<file path="src/rtl/memoria_pkg.sv">
// Shared types and constants for the parametrised data/program memory.
// Latency: none (declarations only).
// Backpressure: none (declarations only).
package memoria_pkg;

  // Init sequencer states: clear every word, write the two boot words, then serve requests.
  typedef enum logic [1:0] {
    LIMPIANDO = 2'd0,
    CARGANDO0 = 2'd1,
    CARGANDO1 = 2'd2,
    LISTO     = 2'd3
  } estado_t;

  // Default boot program: load immediate 23 into register 0.
  localparam logic [15:0] ARRANQUE0_DEF = 16'h4000;
  localparam logic [15:0] ARRANQUE1_DEF = 16'h0017;

  // Bits needed to index 'profundidad' words; never less than one bit.
  function automatic int ancho_puntero(input int profundidad);
    int ancho;
    ancho = $clog2(profundidad);
    return (ancho < 1) ? 1 : ancho;
  endfunction

endpackage

</file>
<file path="src/rtl/memoria_nucleo.sv">
// Plain single-port storage array: one write port, one registered read port, no reset.
// Latency: write commits at the edge; read data appears one edge after re_i.
// Backpressure: none; the caller gates every access and keeps addresses in range.
module memoria_nucleo
  import memoria_pkg::*;
#(
  parameter int ANCHO_DATOS = 16,
  parameter int PROFUNDIDAD = 16,
  parameter int AP          = ancho_puntero(PROFUNDIDAD)
) (
  input  logic                   clk_i,
  input  logic                   we_i,
  input  logic [AP-1:0]          waddr_i,
  input  logic [ANCHO_DATOS-1:0] wdat_i,
  input  logic                   re_i,
  input  logic [AP-1:0]          raddr_i,
  output logic [ANCHO_DATOS-1:0] rdat_o
);

  logic [ANCHO_DATOS-1:0] mem_q [PROFUNDIDAD];
  logic [ANCHO_DATOS-1:0] rdat_q;

  // Write port: contents survive reset on purpose, the sequencer rewrites them.
  always_ff @(posedge clk_i) begin
    if (we_i) begin
      mem_q[waddr_i] <= wdat_i;
    end
  end

  // Read port: the output register only moves on a read, so it holds between reads.
  always_ff @(posedge clk_i) begin
    if (re_i) begin
      rdat_q <= mem_q[raddr_i];
    end
  end

  assign rdat_o = rdat_q;

endmodule

</file>
<file path="src/rtl/memoria_parametrizada.sv">
// Parametrised single-port memory with a clear-and-boot sequencer and range-checked access.
// Latency: reads return one edge after the request; writes commit at the request edge.
// Backpressure: Ocupado high during init; requests made then are silently dropped.
module memoria_parametrizada
  import memoria_pkg::*;
#(
  parameter int          ANCHO_DATOS     = 16,
  parameter int          PROFUNDIDAD     = 16,
  parameter int          ANCHO_DIRECCION = 16,
  parameter logic [15:0] ARRANQUE0       = ARRANQUE0_DEF,
  parameter logic [15:0] ARRANQUE1       = ARRANQUE1_DEF
) (
  input  logic                       Reloj,
  input  logic                       Reinicio,
  input  logic [ANCHO_DATOS-1:0]     Entrada,
  input  logic [ANCHO_DIRECCION-1:0] Direccion,
  input  logic                       HabilitarEscritura,
  input  logic                       HabilitarSalida,
  output logic [ANCHO_DATOS-1:0]     Salida,
  output logic                       SalidaValida,
  output logic                       Ocupado,
  output logic                       ErrorDireccion
);

  localparam int AP = ancho_puntero(PROFUNDIDAD);
  localparam logic [AP-1:0]              ULTIMO    = AP'(PROFUNDIDAD - 1);
  localparam logic [ANCHO_DIRECCION:0]   PROF_EXT  = (ANCHO_DIRECCION + 1)'(PROFUNDIDAD);
  localparam logic [ANCHO_DATOS-1:0]     BOOT0     = ANCHO_DATOS'(ARRANQUE0);
  localparam logic [ANCHO_DATOS-1:0]     BOOT1     = ANCHO_DATOS'(ARRANQUE1);

  estado_t                estado_q, estado_d;
  logic [AP-1:0]          puntero_q, puntero_d;
  logic                   valida_q, valida_d;
  logic                   error_q, error_d;
  // When set, Salida is forced to zero (after reset and after an out-of-range read).
  logic                   cero_q, cero_d;

  logic                   mem_we, mem_re;
  logic [AP-1:0]          mem_waddr;
  logic [ANCHO_DATOS-1:0] mem_wdat;
  logic [ANCHO_DATOS-1:0] mem_rdat;
  logic                   en_rango;
  logic [AP-1:0]          dir_corta;

  // Full-width compare, one extra bit so a depth of 2**ANCHO_DIRECCION still fits.
  assign en_rango  = ({1'b0, Direccion} < PROF_EXT);
  assign dir_corta = Direccion[AP-1:0];

  // Next state, write-port arbitration between sequencer and user, and strobes.
  always_comb begin
    estado_d  = estado_q;
    puntero_d = puntero_q;
    valida_d  = 1'b0;
    error_d   = 1'b0;
    cero_d    = cero_q;
    mem_we    = 1'b0;
    mem_re    = 1'b0;
    mem_waddr = puntero_q;
    mem_wdat  = '0;
    case (estado_q)
      LIMPIANDO: begin
        mem_we    = 1'b1;
        puntero_d = puntero_q + AP'(1);
        if (puntero_q == ULTIMO) begin
          puntero_d = '0;
          estado_d  = CARGANDO0;
        end
      end
      CARGANDO0: begin
        mem_we    = 1'b1;
        mem_waddr = '0;
        mem_wdat  = BOOT0;
        estado_d  = CARGANDO1;
      end
      CARGANDO1: begin
        mem_we    = 1'b1;
        mem_waddr = AP'(1);
        mem_wdat  = BOOT1;
        estado_d  = LISTO;
      end
      LISTO: begin
        mem_waddr = dir_corta;
        mem_wdat  = Entrada;
        if (HabilitarEscritura) begin
          // A write always wins; any simultaneous read is dropped.
          mem_we  = en_rango;
          error_d = !en_rango;
        end else if (HabilitarSalida) begin
          mem_re   = en_rango;
          valida_d = 1'b1;
          error_d  = !en_rango;
          cero_d   = !en_rango;
        end
      end
      default: begin
        estado_d  = LIMPIANDO;
        puntero_d = '0;
      end
    endcase
    // Nothing touches the array on a reset edge; the rerun sequence owns it.
    if (Reinicio) begin
      mem_we = 1'b0;
      mem_re = 1'b0;
    end
  end

  // State, clear pointer and output strobes, with synchronous reset back to clearing.
  always_ff @(posedge Reloj) begin
    if (Reinicio) begin
      estado_q  <= LIMPIANDO;
      puntero_q <= '0;
      valida_q  <= 1'b0;
      error_q   <= 1'b0;
      cero_q    <= 1'b1;
    end else begin
      estado_q  <= estado_d;
      puntero_q <= puntero_d;
      valida_q  <= valida_d;
      error_q   <= error_d;
      cero_q    <= cero_d;
    end
  end

  memoria_nucleo #(
    .ANCHO_DATOS (ANCHO_DATOS),
    .PROFUNDIDAD (PROFUNDIDAD),
    .AP          (AP)
  ) u_nucleo (
    .clk_i   (Reloj),
    .we_i    (mem_we),
    .waddr_i (mem_waddr),
    .wdat_i  (mem_wdat),
    .re_i    (mem_re),
    .raddr_i (dir_corta),
    .rdat_o  (mem_rdat)
  );

  assign Salida         = cero_q ? '0 : mem_rdat;
  assign SalidaValida   = valida_q;
  assign ErrorDireccion = error_q;
  assign Ocupado        = (estado_q != LISTO);

endmodule

</file>
<file path="config.mk">
export PLATFORM = sky130hd
export DESIGN_NAME = memoria_parametrizada
export DESIGN_NICKNAME = d
export VERILOG_FILES = /design/src/rtl/memoria_pkg.sv /design/src/rtl/memoria_nucleo.sv /design/src/rtl/memoria_parametrizada.sv
export SDC_FILE = /design/constraint.sdc
export NUM_CORES = 1
export LEC_CHECK = 0
export ABC_AREA = 1
export ABC_CLOCK_PERIOD_IN_PS = 2910
export BUFFER_PORTS_ARGS = -buffer_cell sky130_fd_sc_hd__clkbuf_2
export CAP_MARGIN = 10
export CORE_UTILIZATION = 60
export CTS_CLUSTER_DIAMETER = 30
export DETAILED_ROUTE_END_ITERATION = 8
export PLACE_DENSITY = 0.79
export RECOVER_POWER = 50
export SYNTH_ARGS = -nofsm -noshare
export SYNTH_HDL_FRONTEND = slang
export SYNTH_SLANG_ARGS = --single-unit
</file>
<file path="constraint.sdc">
create_clock -name Reloj -period 2.91 [get_ports Reloj]
set_clock_uncertainty 0.1 [all_clocks]
set_input_delay 0.291 -clock Reloj [delete_from_list [all_inputs] [get_ports Reloj]]
set_output_delay 0.291 -clock Reloj [all_outputs]
set_load 0.01 [all_outputs]
</file>
Yosys cells after proc, flatten, opt, wreduce, memory -nomap -nowiden
Memories as Yosys holds them, arrays and structs flattened. A register that Yosys moved wholly into a read port is not among the register bits.
Index checks and enable logic that the tools add are counted.
{"block": "classes", "reduce_logical": 8, "eq_ne": 6, "n_lt_le_gt_ge": 1, "n_bitwise": 2, "add_sub_neg": 1, "n_mux": 18}
{"operator": "one-hot mux 16 bit (3 select lines)", "n": 1}
{"operator": "< comparator 16 x 5 -> 1 bit (second input constant)", "n": 1}
{"operator": "2-to-1 mux 16 bit", "n": 1}
{"operator": "one-hot mux 4 bit (3 select lines)", "n": 1}
{"operator": "2-to-1 mux 1 bit", "n": 11}
{"operator": "one-hot mux 2 bit (3 select lines)", "n": 1}
{"operator": "OR reduction 3 bit", "n": 2}
{"operator": "adder 4 x 1 -> 4 bit (second input constant)", "n": 1}
{"operator": "== test 2 bit (second input constant)", "n": 2}
{"operator": "== test 4 bit (second input constant)", "n": 1}
{"operator": "2-to-1 mux 4 bit", "n": 1}
{"operator": "inequality test 2 bit (second input constant)", "n": 2}
{"operator": "AND reduction 3 bit", "n": 1}
{"operator": "nonzero test 3 bit", "n": 1}
{"operator": "== test 2 x 1 -> 1 bit (second input constant)", "n": 1}
{"operator": "zero test 2 bit", "n": 1}
{"operator": "2-to-1 mux 2 bit", "n": 1}
{"operator": "NOT 1 bit", "n": 2}
{"operator": "one-hot mux 1 bit (2 select lines)", "n": 1}
{"operator": "AND reduction 2 bit", "n": 1}
{"operator": "OR reduction 2 bit", "n": 1}
{"operator": "zero test 1 bit", "n": 1}
{"block": "word_totals", "n_memories": 1, "ramBits": 256, "in_bits": 36, "word_cells": 42, "out_inout_bits": 19, "ff_bits": 9}
{"name": "u_nucleo.mem_q", "depth": 16, "width": 16, "rd": 1, "rd_ports_with_merged_regs": 1, "wr": 1, "line_no": "memoria_nucleo.sv:20", "text": "logic [ANCHO_DATOS-1:0] mem_q [PROFUNDIDAD];"}

Longest topological paths before layout
Gate-level depths: netlist (run 1).
{"block": "logic_depth", "word_depth": 6, "depth_mapped": 10, "ltp_nobuf": 9}

Modules after synthesis
A second synthesis (run 1) with hierarchy kept.
{"block": "hier_totals", "cells_unflattened": 1226, "area_unflattened_um2": 12364.4}
{"mod": "memoria_nucleo", "seq_area_each_um2": 8167.8, "instances": 1, "cells_per_inst": 1074, "area_each_um2": 11541.1}
{"mod": "memoria_parametrizada", "seq_area_each_um2": 180.2, "instances": 1, "cells_per_inst": 152, "area_each_um2": 823.3}

Least setup slack after synthesis (run 1)
OpenSTA, ideal clock, no wires.
{"block": "synth_timing", "path_type": "flip-flop to flip-flop", "startpoint": "reg estado_q[0]", "endpoint": "mem u_nucleo.mem_q[1][0], enable pin", "path_slack_ns": 0.324, "synth_period_minus_slack_ns": 2.586, "stages_incl_launch_ff": 11, "path_buffers": 1, "required_ns": 2.422, "arrival_time_ns": 2.097, "setup_time_ns": 0.388, "path_cell_list": "dfxtp_1 > inv_1 > ha_1 > buf_6 > inv_2 > nand2_1 > nand2_1 > inv_1 > nor2_1 > nand2_1 > nor2_1"}
{"block": "synth_via", "elab_chain_cells": 6, "elab_cells_between_ends": 10, "classes_between": "3 x eq/ne; 5 x mux; 2 x reduce/logical"}
{"element": "from (decl)", "line_no": "memoria_parametrizada.sv:31", "text": "estado_t estado_q, estado_d;"}
{"element": "from (signal assigned)", "line_no": "memoria_parametrizada.sv:116", "text": "estado_q <= estado_d;"}
{"element": "== test 2 bit, or another cell as far along", "line_no": "memoria_parametrizada.sv:60", "text": "case (estado_q)"}
{"element": "OR reduction 3 bit (no source line)"}
{"element": "one-hot mux 1 bit (2 select lines)", "line_no": "memoria_parametrizada.sv:60"}
{"element": "2-to-1 mux 1 bit", "line_no": "memoria_parametrizada.sv:101", "text": "if (Reinicio) begin"}
{"element": "2-to-1 mux 1 bit", "line_no": "memoria_nucleo.sv:25", "text": "if (we_i) begin"}
{"element": "2-to-1 mux 1 bit (implied by the code)", "line_no": "memoria_nucleo.sv:26", "text": "mem_q[waddr_i] <= wdat_i;"}
{"element": "to (decl)", "line_no": "memoria_nucleo.sv:20"}
Parallel ways exist; a longest one is shown, timed or not.

Worst setup path after layout (run 1)
{"block": "layout_timing", "startpoint": "in Direccion[1]", "endpoint": "reg u_nucleo.rdat_q[1], in the netlist u_nucleo.rdat_o[1], read port of u_nucleo.mem_q (data pin)"}
{"block": "layout_via", "elab_chain_cells": 5}
{"element": "from (decl)", "line_no": "memoria_parametrizada.sv:16", "text": "input logic [ANCHO_DIRECCION-1:0] Direccion,"}
{"element": "< comparator 16 x 5 -> 1 bit", "line_no": "memoria_parametrizada.sv:46", "text": "assign en_rango = ({1'b0, Direccion} < PROF_EXT);"}
{"element": "2-to-1 mux 1 bit", "line_no": "memoria_parametrizada.sv:88", "text": "end else if (HabilitarSalida) begin"}
{"element": "2-to-1 mux 1 bit", "line_no": "memoria_parametrizada.sv:84", "text": "if (HabilitarEscritura) begin"}
{"element": "2-to-1 mux 1 bit", "line_no": "memoria_parametrizada.sv:60"}
{"element": "2-to-1 mux 1 bit", "line_no": "memoria_parametrizada.sv:101"}
{"element": "to (decl)", "line_no": "memoria_nucleo.sv:21", "text": "logic [ANCHO_DATOS-1:0] rdat_q;"}
Parallel ways exist; a longest one is shown, timed or not.
A chain may end at the register's enable or synchronous reset.

==> summary.md, run 1 <==
| Metric | Value |
|---|---|
| Worst min-delay path startpoint | `Direccion[14]` |
| Max stage delay cell, worst path | `clkbuf_4` |
| Post-route DRC | `0` |
| Run status | `finished clean` |
| Startpoint types | `primary input` |
| Inserted Diodes | `0` |
| Crit path max-delay family | `buffers and inverters` |
| Max Slew Vio Count | `0` |
| Root Buffer | `clkbuf_16` |
| Register bit total from synthesis | `281` |
| Worst setup margin | `0.267 ns` |
| WHS Endpoint | `cero_q` |
| Clock sink count | `281` |
| Flip-flop and latch area | `8350 um2` |
| Count of final setup violators | `0` |
| Max-cap violations | `0` |
| Reg-to-reg endpoint | `u_nucleo.mem_q[1][13]` |
| Nets | `1,207` |
| Via count | `8,292` |
| Worst-Margin Slew | `0.928 ns` |
| Hold Buf Count CTS | `4` |
| Post-CTS Setup Repair Bufs | `0` |
| Clock share of power | `43.0%` |
| Crit path time final | `2.64 ns` |
| Number of global-route vias before repair | `8,180` |
| Critical path depth | `7` |
| Post-Layout Cell Count | `1,464` |
| Hold Fails Final Rpt | `0` |
| Slew HR | `38.2%` |
| Hold Crit Class | `primary input to flip-flop` |
| Maximum fanout along the worst path | `62` |
| Multi-input logic area | `2920 um2` |
| CTS Buf Count | `44` |
| Area delta synth->final | `16.8%` |
| Setup WS pre-CTS | `0.421 ns` |
| Final Power | `0.0115 W` |
| Post-synth cell types | `25` |
| I/O pin cnt | `55` |
| WP data required | `3.07 ns` |
| Routed WL | `28.9 mm` |
| Initial Util | `61.2%` |
| Final worst-path cycle share | `90.8%` |
| Routed Antenna Nets | `0` |
| Die ar. | `20,300 um2` |
| First-pass GRT wire length | `44.4 mm` |
| Post-CTS resize count | `0` |
| Crit Path Class | `primary input to flip-flop` |
| Largest net degree at the start of global routing | `97` |
| Die Width | `143 um` |
| Share of cells above drive strength 1 | `11.9%` |
| CTS tree | `done` |
| Clock Tree Buf Depth | `3` |
| Sequential element share of the synthesized area | `70.4%` |
| Critical path's largest stage delay | `0.63 ns` |
| Worst reg-to-reg setup slack | `0.28 ns` |
| Initial antenna violation count | `0` |
| Core area | `19,400 um2` |
| Syn_area_per_cell | `10.9 um2` |
| Most common cell after layout, fill and taps aside | `nand2_1` |
| # port buffers | `54` |
| DR pass1 iterations | `5` |
| Comb power frac | `12.2%` |
| Most frequent cells in the layout | `nand2_1, edfxtp_1, nor2_1` |
| Cell Rows | `51` |
| Fmax | `378 MHz` |
| Part of the power in registers | `44.8%` |
| DR WL/cell | `19.7 um` |
| Clock slew at reported path FFs | `0.05 ns` |
| GRT Total Usage | `29.9%` |
| Yosys warns | `0` |
| Most frequent CP cell | `nand3_1` |
| Synthesized Nets | `1,129` |
| Grt total ovfl | `0` |
| Maximum vdd drop | `0.000635 V` |
| P_sw | `0.00293 W` |
| CTS H-Tree Depth | `2` |
| R2r worst-path depth | `7` |
| DIE HEIGHT | `143 um` |
| Worst-path cell chain | `clkbuf_1, inv_1, clkbuf_4, o211ai_1, nand3_1, nand3_1, nand2_1` |
| Placed Instances | `1,381` |
| Power Density | `828 nW/um2` |
| WP data arrival | `2.80 ns` |
| First DRT Iteration DRCs | `1,076` |
| Mapped Cells | `1,088` |
| R2r startpoint | `estado_q[0]` |
| Syn Std Cell Area | `11,900 um2` |
| Detailed Place HPWL | `17.2 mm` |
| # fillers | `1,296` |
| Switching Share | `25.5%` |
| Worst hold path depth | `7` |
| RSZ-0062 raised after global routing | `false` |
| Setup TNS | `0 ns` |
| Pleak | `5.54 nW` |
| Via density per instance | `5.66` |
| Total internal power | `0.00854 W` |
| Crit path buf inv count | `3` |
| Routability cong. | `0.889` |
| Worst setup EP type | `flip-flop` |
| Worst skew pair latency | `0.53 ns` |
[power by group through the flow]
stage                     clock network, W  registers [W]  logic [W]
after global placement                   0        0.00519    0.00132
final                              0.00493        0.00514    0.00139
after CTS                          0.00496        0.00514    0.00139
after detailed placement                 0        0.00521    0.00136
after floorplan                          0        0.00518   0.000867
after global routing               0.00512        0.00517    0.00153
[cell usage after synthesis]
cell,number,share of area [%]
dfxtp_1,9,1.5
nand3_1,105,4.4
o21ai_1,3,0.13
edfxtp_1,272,69
nor3_1,2,0.084
o21ai_0,47,2.0
buf_6,10,0.95
o211ai_1,22,1.4
clkbuf_2,1,0.042
nand2_1,345,11
buf_1,5,0.16
o21ai_2,1,0.074
and2_0,1,0.053
ha_1,5,0.53
clkbuf_1,11,0.35
nor2_1,133,4.2
inv_2,2,0.063
inv_1,70,2.2
buf_2,24,1.0
nand4_1,1,0.053
o22ai_1,1,0.053
buf_4,8,0.51
nor2_2,2,0.11
a21oi_1,7,0.30
inv_4,1,0.053
[worst max path at each step]
stage                       startpoint               endpoint  slack [ns]
after CTS                  estado_q[0]  u_nucleo.mem_q[4][14]        0.40
final                     Direccion[1]     u_nucleo.rdat_o[1]        0.27
after global routing       estado_q[0]  u_nucleo.mem_q[2][13]         0.1
after floorplan            estado_q[0]   u_nucleo.mem_q[1][0]        0.32
after global placement     estado_q[0]  u_nucleo.mem_q[7][10]        0.50
after detailed placement   estado_q[0]  u_nucleo.mem_q[7][13]        0.42
[per-layer routing]
| layer | vias to the layer above | wire, um | track usage [%] |
|---|---|---|---|
| li1 | 3834 | - | - |
| met5 | - | 0 | 0 |
| met3 | 68 | 2720 | 6.17 |
| met4 | 0 | 955 | 13.5 |
| met1 | 3908 | 11200 | 39.7 |
| met2 | 482 | 14000 | 48.0 |
[final cells by class]
cell class              count  share of cell area [%]
well taps                 265                    2.39
repair buffers             91                    4.15
clock inverters            29                    1.85
multi-input cells         675                    21.1
inverters                  73                    2.00
clock buffers              50                    8.26
flip-flops and latches    281                    60.3
[stage by stage]
step | area, um2 | hold slack [ns] | utilization, %
global route | 13900 | 0.167 | 71.4
global placement | 12500 | 0.424 | 64.2
CTS | 13900 | 0.110 | 71.7
finish | 13900 | 0.120 | 71.4
detailed placement | 12500 | 0.425 | 64.2
floorplan | 11900 | 0.263 | -
[worst register-to-register path, cell delays in order (launching register included)]
cell,delay (ns)
dfxtp_1,0.43
ha_1,0.31
clkbuf_1,0.33
nand2_1,0.18
nand2_1,0.50
buf_4,0.26
nor2_2,0.04
buf_4,0.21
[flip-flops by register name, indices dropped and copies added, names as in the netlist]
register,flops
u_nucleo.rdat_o,16
u_nucleo.mem_q,256
ErrorDireccion,1
puntero_q,4
SalidaValida,1
estado_q,2
cero_q,1
[cell families after synthesis]
logic type / after synthesis / share of synthesized area (%)
flops: 281 / 70.4
simple gates: 589 / 19.8
fa+ha+maj: 5 / 0.527
buf+inv: 132 / 5.35
compound gates: 81 / 3.92
Note: power is estimated with default switching activity, not from simulation.
==> run 2, diff against run 1 <==
Settings changed: SYNTH_HIERARCHICAL set to 1.
==> summary.md, run 2 <==
| Metric | Value |
|---|---|
| GRT Total Usage | `28.5% (-1.4 points)` |
| Die ar. | `21,200 um2 (+4.1%)` |
| Largest register by flop count | `u_nucleo/mem_q` |
| Yosys warns | `6 (+6)` |
| Crit path buf inv count | `3 (unchanged)` |
| # port buffers | `54 (unchanged)` |
| Clock share of power | `49.4% (+6.4 points)` |
| WP data required | `3.02 ns (-0.05 ns)` |
| Final worst-path cycle share | `93.5% (+2.7 points)` |
| Post-route DRC | `0 (unchanged)` |
| Crit path time final | `2.72 ns (+0.0780 ns)` |
| Mapped Cells | `1,226 (+13%)` |
| Maximum vdd drop | `0.000672 V (+5.8%)` |
| Number of global-route vias before repair | `8,728 (+6.7%)` |
| Routability cong. | `0.837 (-5.8%)` |
| Clock Tree Buf Depth | `3 (unchanged)` |
| Crit Path Class | `flip-flop to flip-flop` |
| Area delta synth->final | `18.6%` |
| Switching Share | `24.7% (-0.85 points)` |
| Post-CTS resize count | `0 (unchanged)` |
| I/O pin cnt | `55 (unchanged)` |
| Grt total ovfl | `0 (unchanged)` |
| Cell Rows | `52 (+2.0%)` |
| Part of the power in registers | `42.0% (-2.8 points)` |
| Nets | `1,358 (+13%)` |
| Area leader, netlist | `edfxtp_1` |
| Initial antenna violation count | `0 (unchanged)` |
| Via count | `8,873 (+7.0%)` |
| Setup TNS | `0 ns (unchanged)` |
| Ys async rst share | `0% (unchanged)` |
| Via density per instance | `5.46 (-3.6%)` |
| Largest register FFs | `256 (unchanged)` |
| First-pass GRT wire length | `45.6 mm (+2.8%)` |
| DR WL/cell | `18.1 um (-8.3%)` |
| Sequential element share of the synthesized area | `67.5% (-2.8 points)` |
| Yosys top cell area share | `66.1% (-2.8 points)` |
| Share of cells above drive strength 1 | `12.7% (+0.77 points)` |
| Max Slew Vio Count | `0 (unchanged)` |
| Most frequent CP cell | `nand3_1` |
| Total internal power | `0.00856 W (+0.25%)` |
| Routed WL | `29.4 mm (+1.8%)` |
| CTS Buf Count | `48 (+9.1%)` |
| Hold Fails Final Rpt | `0 (unchanged)` |
| DR pass1 iterations | `6 (+1)` |
| P_sw | `0.00281 W (-4.2%)` |
| Power Density | `775 nW/um2 (-6.4%)` |
| CTS tree | `done` |
| Comb power frac | `8.6% (-3.6 points)` |
| Synthesized Nets | `1,268 (+12%)` |
| # fillers | `1,350 (+4.2%)` |
| Pleak | `6.57 nW (+19%)` |
| Leading post-synthesis cells by cell area | `edfxtp_1, nand2_1, nand3_1` |
| Syn_area_per_cell | `10.1 um2 (-7.5%)` |
| Setup WS pre-CTS | `0.322 ns (-0.0990 ns)` |
| Worst reg-to-reg setup slack | `0.19 ns (-0.09 ns)` |
| Largest net degree at the start of global routing | `117 (+21%)` |
| Count of final setup violators | `0 (unchanged)` |
| Routed Antenna Nets | `0 (unchanged)` |
| Max-cap violations | `0 (unchanged)` |
| DIE HEIGHT | `146 um (+2.1%)` |
| Worst-path cell chain | `ha_1, nand3_1, dlygate4sd3_1, nor2_2, nand3_1, inv_1, buf_4` |
| Detailed Place HPWL | `17.6 mm (+2.5%)` |
| Crit path max-delay family | `buffers and inverters` |
| Worst-Margin Slew | `1.07 ns (+0.138 ns)` |
| Syn Std Cell Area | `12,400 um2 (+4.2%)` |
| Maximum fanout along the worst path | `16 (-74%)` |
| Most used flip-flop cell after synthesis | `edfxtp_1` |
| Startpoint types | `flip-flop` |
| Register bit total from synthesis | `281 (unchanged)` |
| CTS H-Tree Depth | `2 (unchanged)` |
| Worst setup EP type | `flip-flop` |
| Synth top cells by count | `nand2_1, edfxtp_1, inv_1, nand3_1, nor2_1` |
| Die Width | `146 um (+2.1%)` |
| Most common cell after layout, fill and taps aside | `nand2_1` |
| Clock slew at reported path FFs | `0.05 ns (about the same)` |
| Core area | `20,200 um2 (+4.3%)` |
| Inserted Diodes | `0 (unchanged)` |
| Post-synth cell types | `21 (-16%)` |
| Fmax | `368 MHz (-2.9%)` |
| First DRT Iteration DRCs | `846 (-21%)` |
| Max stage delay cell, worst path | `dlygate4sd3_1` |
| Worst skew pair latency | `0.54 ns (about the same)` |
| Worst setup margin | `0.189 ns (-0.0780 ns)` |
| WP data arrival | `2.83 ns (+0.03 ns)` |
| Initial Util | `61.1% (about the same)` |
| Slew HR | `28.6% (-9.6 points)` |
| Root Buffer | `clkbuf_16` |
| Dominant cell by count in the synthesized netlist | `nand2_1` |
| Clock sink count | `281 (unchanged)` |
| RSZ-0062 raised after global routing | `false` |
| Hold Crit Class | `primary input to flip-flop` |
| Run status | `finished clean` |
| Critical path's largest stage delay | `0.60 ns (-0.03 ns)` |
| Most frequent cells in the layout | `nand2_1, edfxtp_1, inv_1` |
| Post-synth EDFFs | `272 (unchanged)` |
-- run 2: cell types whose count changed after synthesis, moves of 3 or more --
cell / previous run / this run
buf_1: 5 / 1
buf_2: 24 / 27
buf_4: 8 / 17
buf_6: 10 / 3
clkbuf_1: 11 / 8
inv_1: 70 / 234
nand2_1: 345 / 374
nand3_1: 105 / 208
nor2_1: 133 / 44
o211ai_1: 22 / 0
o21ai_0: 47 / 6
o21ai_1: 3 / 0
-- run 2: logic make-up after synthesis --
logic type               Yosys count  share of synthesized area [%]
AO/OA/AOI/OAI                     14                          0.567
adder cells (fa/ha/maj)            6                          0.607
buffers and inverters            292                           9.84
flip-flops                       281                           67.5
AND/OR/NAND/NOR                  633                           21.5
-- run 2: power by group through the flow --
stage                     combinational, W  clock, W  sequential (W)
final                             0.000981   0.00561         0.00477
after global routing               0.00108   0.00583         0.00479
after CTS                         0.000984   0.00567         0.00477
after detailed placement          0.000970         0         0.00485
after global placement            0.000943         0         0.00484
after floorplan                   0.000608         0         0.00484
-- run 2: what timing repair did --
item / 4_1_cts / 5_1_grt
buffers inserted: 0 / 0
endpoints found under the hold margin: 4 / 0
hold buffers: 4 / 0
-- run 2: area by class of cell --
cell class	instances	area [um2]	share of cell area [%]
timing repair buffer	96	618	4.21
sequential	281	8350	56.9
multi-input combinational	653	2840	19.3
clock inverter	37	403	2.75
clock buffer	52	1240	8.44
inverter	236	887	6.05
tap	270	338	2.30
-- run 2: per-layer routing --
layer / routed length (um) / global-route usage (%)
met5: 0 / 0
met3: 2670 / 4.51
met4: 1030 / 12.5
met2: 14500 / 48.6
met1: 11200 / 36.4
-- run 2: worst paths after layout --
check	from	to	depth (start not counted)
max	estado_q[1]	u_nucleo/rdat_o[6]	7
min	Direccion[11]	cero_q	7
max reg2reg	estado_q[1]	u_nucleo/rdat_o[6]	7
min reg2reg	puntero_q[3]	puntero_q[3]	2
-- run 2: tightest hold or removal path, stage by stage --
cell	delay, ns
clkbuf_2	0.07
nor2_1	0.03
nand2_1	0.05
nor2_1	0.05
nand3_1	0.07
nand2_1	0.05
inv_1	0.04
-- run 2: stage by stage --
stage	utilization (%)	instance area, um2	hold WS [ns]	power (W)	instances
6_report	72.5	14700	0.0531	0.0114	1625
5_1_grt	72.5	14700	0.128	0.0117	1625
2_1_floorplan	-	12400	0.260	0.00545	1226
3_3_place_gp	64.4	13000	0.388	0.00579	1532
3_5_place_dp	64.4	13000	0.386	0.00582	1532
4_1_cts	72.7	14700	0.0370	0.0114	1625
==> run 3, diff against run 2 <==
Settings changed: HOLD_SLACK_MARGIN set to 0.15.
==> summary.md, run 3 (same netlist as run 2, synthesis figures left out) <==
| Metric | Value |
|---|---|
| Worst setup margin | `0.136 ns (-0.0529 ns)` |
| Crit Path Class | `primary input to flip-flop` |
| Fmax | `361 MHz (-1.9%)` |
| Clock sink count | `281 (unchanged)` |
| GRT Total Usage | `28.7% (+0.17 points)` |
| # port buffers | `54 (unchanged)` |
| Power Density | `772 nW/um2 (-0.36%)` |
| Via count | `8,888 (+0.17%)` |
| R2r startpoint | `estado_q[1]` |
| Area delta synth->final | `19.2%` |
| Grt total ovfl | `0 (unchanged)` |
| Worst min-delay path startpoint | `Direccion[3]` |
| Clock slew at reported path FFs | `0.05 ns (about the same)` |
| CTS tree | `done` |
| Startpoint types | `primary input` |
| Most frequent CP cell | `dlygate4sd3_1` |
| Max Slew Vio Count | `0 (unchanged)` |
| Detailed Place HPWL | `17.6 mm (unchanged)` |
| First DRT Iteration DRCs | `801 (-5.3%)` |
| I/O pin cnt | `55 (unchanged)` |
| Worst reg-to-reg setup slack | `0.20 ns (about the same)` |
| Largest register FFs | `256 (unchanged)` |
| Worst setup EP type | `flip-flop` |
| Root Buffer | `clkbuf_16` |
| WHS Endpoint | `u_nucleo/rdat_o[15]` |
| Pleak | `6.60 nW (+0.35%)` |
| Most frequent cells in the layout | `nand2_1, edfxtp_1, inv_1` |
| CTS H-Tree Depth | `2 (unchanged)` |
| Maximum vdd drop | `0.000671 V (-0.25%)` |
| Worst-Margin Slew | `1.06 ns (-0.00451 ns)` |
| Critical path's largest stage delay | `0.60 ns (about the same)` |
| Cell Rows | `52 (unchanged)` |
| Max stage delay cell, worst path | `dlygate4sd3_1` |
| Number of global-route vias before repair | `8,784 (+0.64%)` |
| Initial antenna violation count | `0 (unchanged)` |
| Worst-path cell chain | `dlygate4sd3_1, clkbuf_2, nor2_1, dlygate4sd3_1, nand2_1, nor2_1, dlygate4sd3_1, nand3_1, dlygate4sd3_1, nand2_1, inv_1` |
| Count of final setup violators | `0 (unchanged)` |
| WP data arrival | `3.11 ns (+0.28 ns)` |
| Post-route DRC | `0 (unchanged)` |
| Largest register by flop count | `u_nucleo/mem_q` |
| DR WL/cell | `18.3 um (+0.93%)` |
| Initial Util | `61.1% (unchanged)` |
| Core area | `20,200 um2 (unchanged)` |
| R2r worst-path depth | `8 (+1)` |
| Max-cap violations | `0 (unchanged)` |
| WP data required | `3.24 ns (+0.22 ns)` |
| Routed Antenna Nets | `0 (unchanged)` |
| RSZ-0062 raised after global routing | `false` |
| Inserted Diodes | `0 (unchanged)` |
| Setup TNS | `0 ns (unchanged)` |
| Routability cong. | `0.837 (unchanged)` |
| Worst hold path depth | `3 (-4)` |
| Slew HR | `28.9% (+0.30 points)` |
| Most common cell after layout, fill and taps aside | `nand2_1` |
| Die ar. | `21,200 um2 (unchanged)` |
| Share of cells above drive strength 1 | `12.8% (+0.10 points)` |
| Crit path time final | `2.77 ns (+0.0529 ns)` |
| DIE HEIGHT | `146 um (unchanged)` |
| Largest net degree at the start of global routing | `117 (unchanged)` |
| Routed WL | `29.8 mm (+1.2%)` |
| Via density per instance | `5.45 (-0.14%)` |
| Final worst-path cycle share | `95.3% (+1.8 points)` |
| CTS Buf Count | `48 (unchanged)` |
| Nets | `1,363 (+0.37%)` |
| DR pass1 iterations | `5 (-1)` |
| Hold Fails Final Rpt | `0 (unchanged)` |
| Clock Tree Buf Depth | `3 (unchanged)` |
| Die Width | `146 um (unchanged)` |
| First-pass GRT wire length | `45.9 mm (+0.65%)` |
| Reg-to-reg endpoint | `cero_q` |
| Setup WS pre-CTS | `0.322 ns (unchanged)` |
| Worst skew pair latency | `0.54 ns (about the same)` |
| Maximum fanout along the worst path | `2 (-14)` |
| Run status | `finished clean` |
| Hold Crit Class | `primary input to flip-flop` |
## run 3: cell count changes in the layout (fill, tap and decap cells not counted), sizes merged
cell,before,now
dlygate4sd3,4,9
## run 3: stage by stage
step	power (W)	instances	cell area, um2	util [%]	hold slack [ns]
2_1_floorplan	0.00545	1226	12400	-	0.260
3_3_place_gp	0.00579	1532	13000	64.4	0.388
3_5_place_dp	0.00582	1532	13000	64.4	0.386
4_1_cts	0.0114	1630	14800	73.0	0.194
5_1_grt	0.0117	1630	14700	72.8	0.246
6_report	0.0114	1630	14700	72.8	0.221
## run 3: cell type report
cell class | instances | area, um2
Clock buffer | 52 | 1240
Clock inverter | 37 | 403
Fill cell | 1332 | 5500
Inverter | 236 | 887
Multi-Input combinational cell | 653 | 2860
Sequential cell | 281 | 8350
Tap cell | 270 | 338
Timing Repair Buffer | 101 | 668
## run 3: report_power, final
| part | internal (W) | switching [W] |
|---|---|---|
| clock | 0.00359 | 0.00202 |
| sequential | 0.00471 | 0.0000659 |
| combinational | 0.000265 | 0.000730 |
| total | 0.00856 | 0.00281 |
## run 3: how the worst max path moves through the flow
| stage | end | slack [ns] | start |
|---|---|---|---|
| final | cero_q | 0.14 | Direccion[11] |
| after global routing | cero_q | 0.01 | Direccion[11] |
| after CTS | u_nucleo/mem_q[12][5] | 0.05 | Direccion[11] |
| after detailed placement | u_nucleo/mem_q[12][3] | 0.32 | estado_q[1] |
| after global placement | u_nucleo/mem_q[12][3] | 0.44 | estado_q[1] |
| after floorplan | u_nucleo/mem_q[11][0] | 0.35 | estado_q[0] |
## run 3: metal layers
layer	vias to the layer above	share of wire, %	global-route usage [%]
li1	4135	-	-
met5	-	0	0
met3	79	9.4	4.70
met1	4192	38	36.8
met4	0	3.9	13.3
met2	482	49	48.3
## run 3: worst max-delay path: cells and delay by family
kind                   cells  cell delay [ns]
buffers and inverters      6             2.39
and+or+nand+nor            5             0.43
## run 3: repair_timing
item | in CTS | in global routing
endpoints found under the hold margin | 9 | 0
setup endpoints to repair | 0 | 180
hold buffers | 9 | 0
resized for setup | 0 | 5
setup buffers | 0 | 0
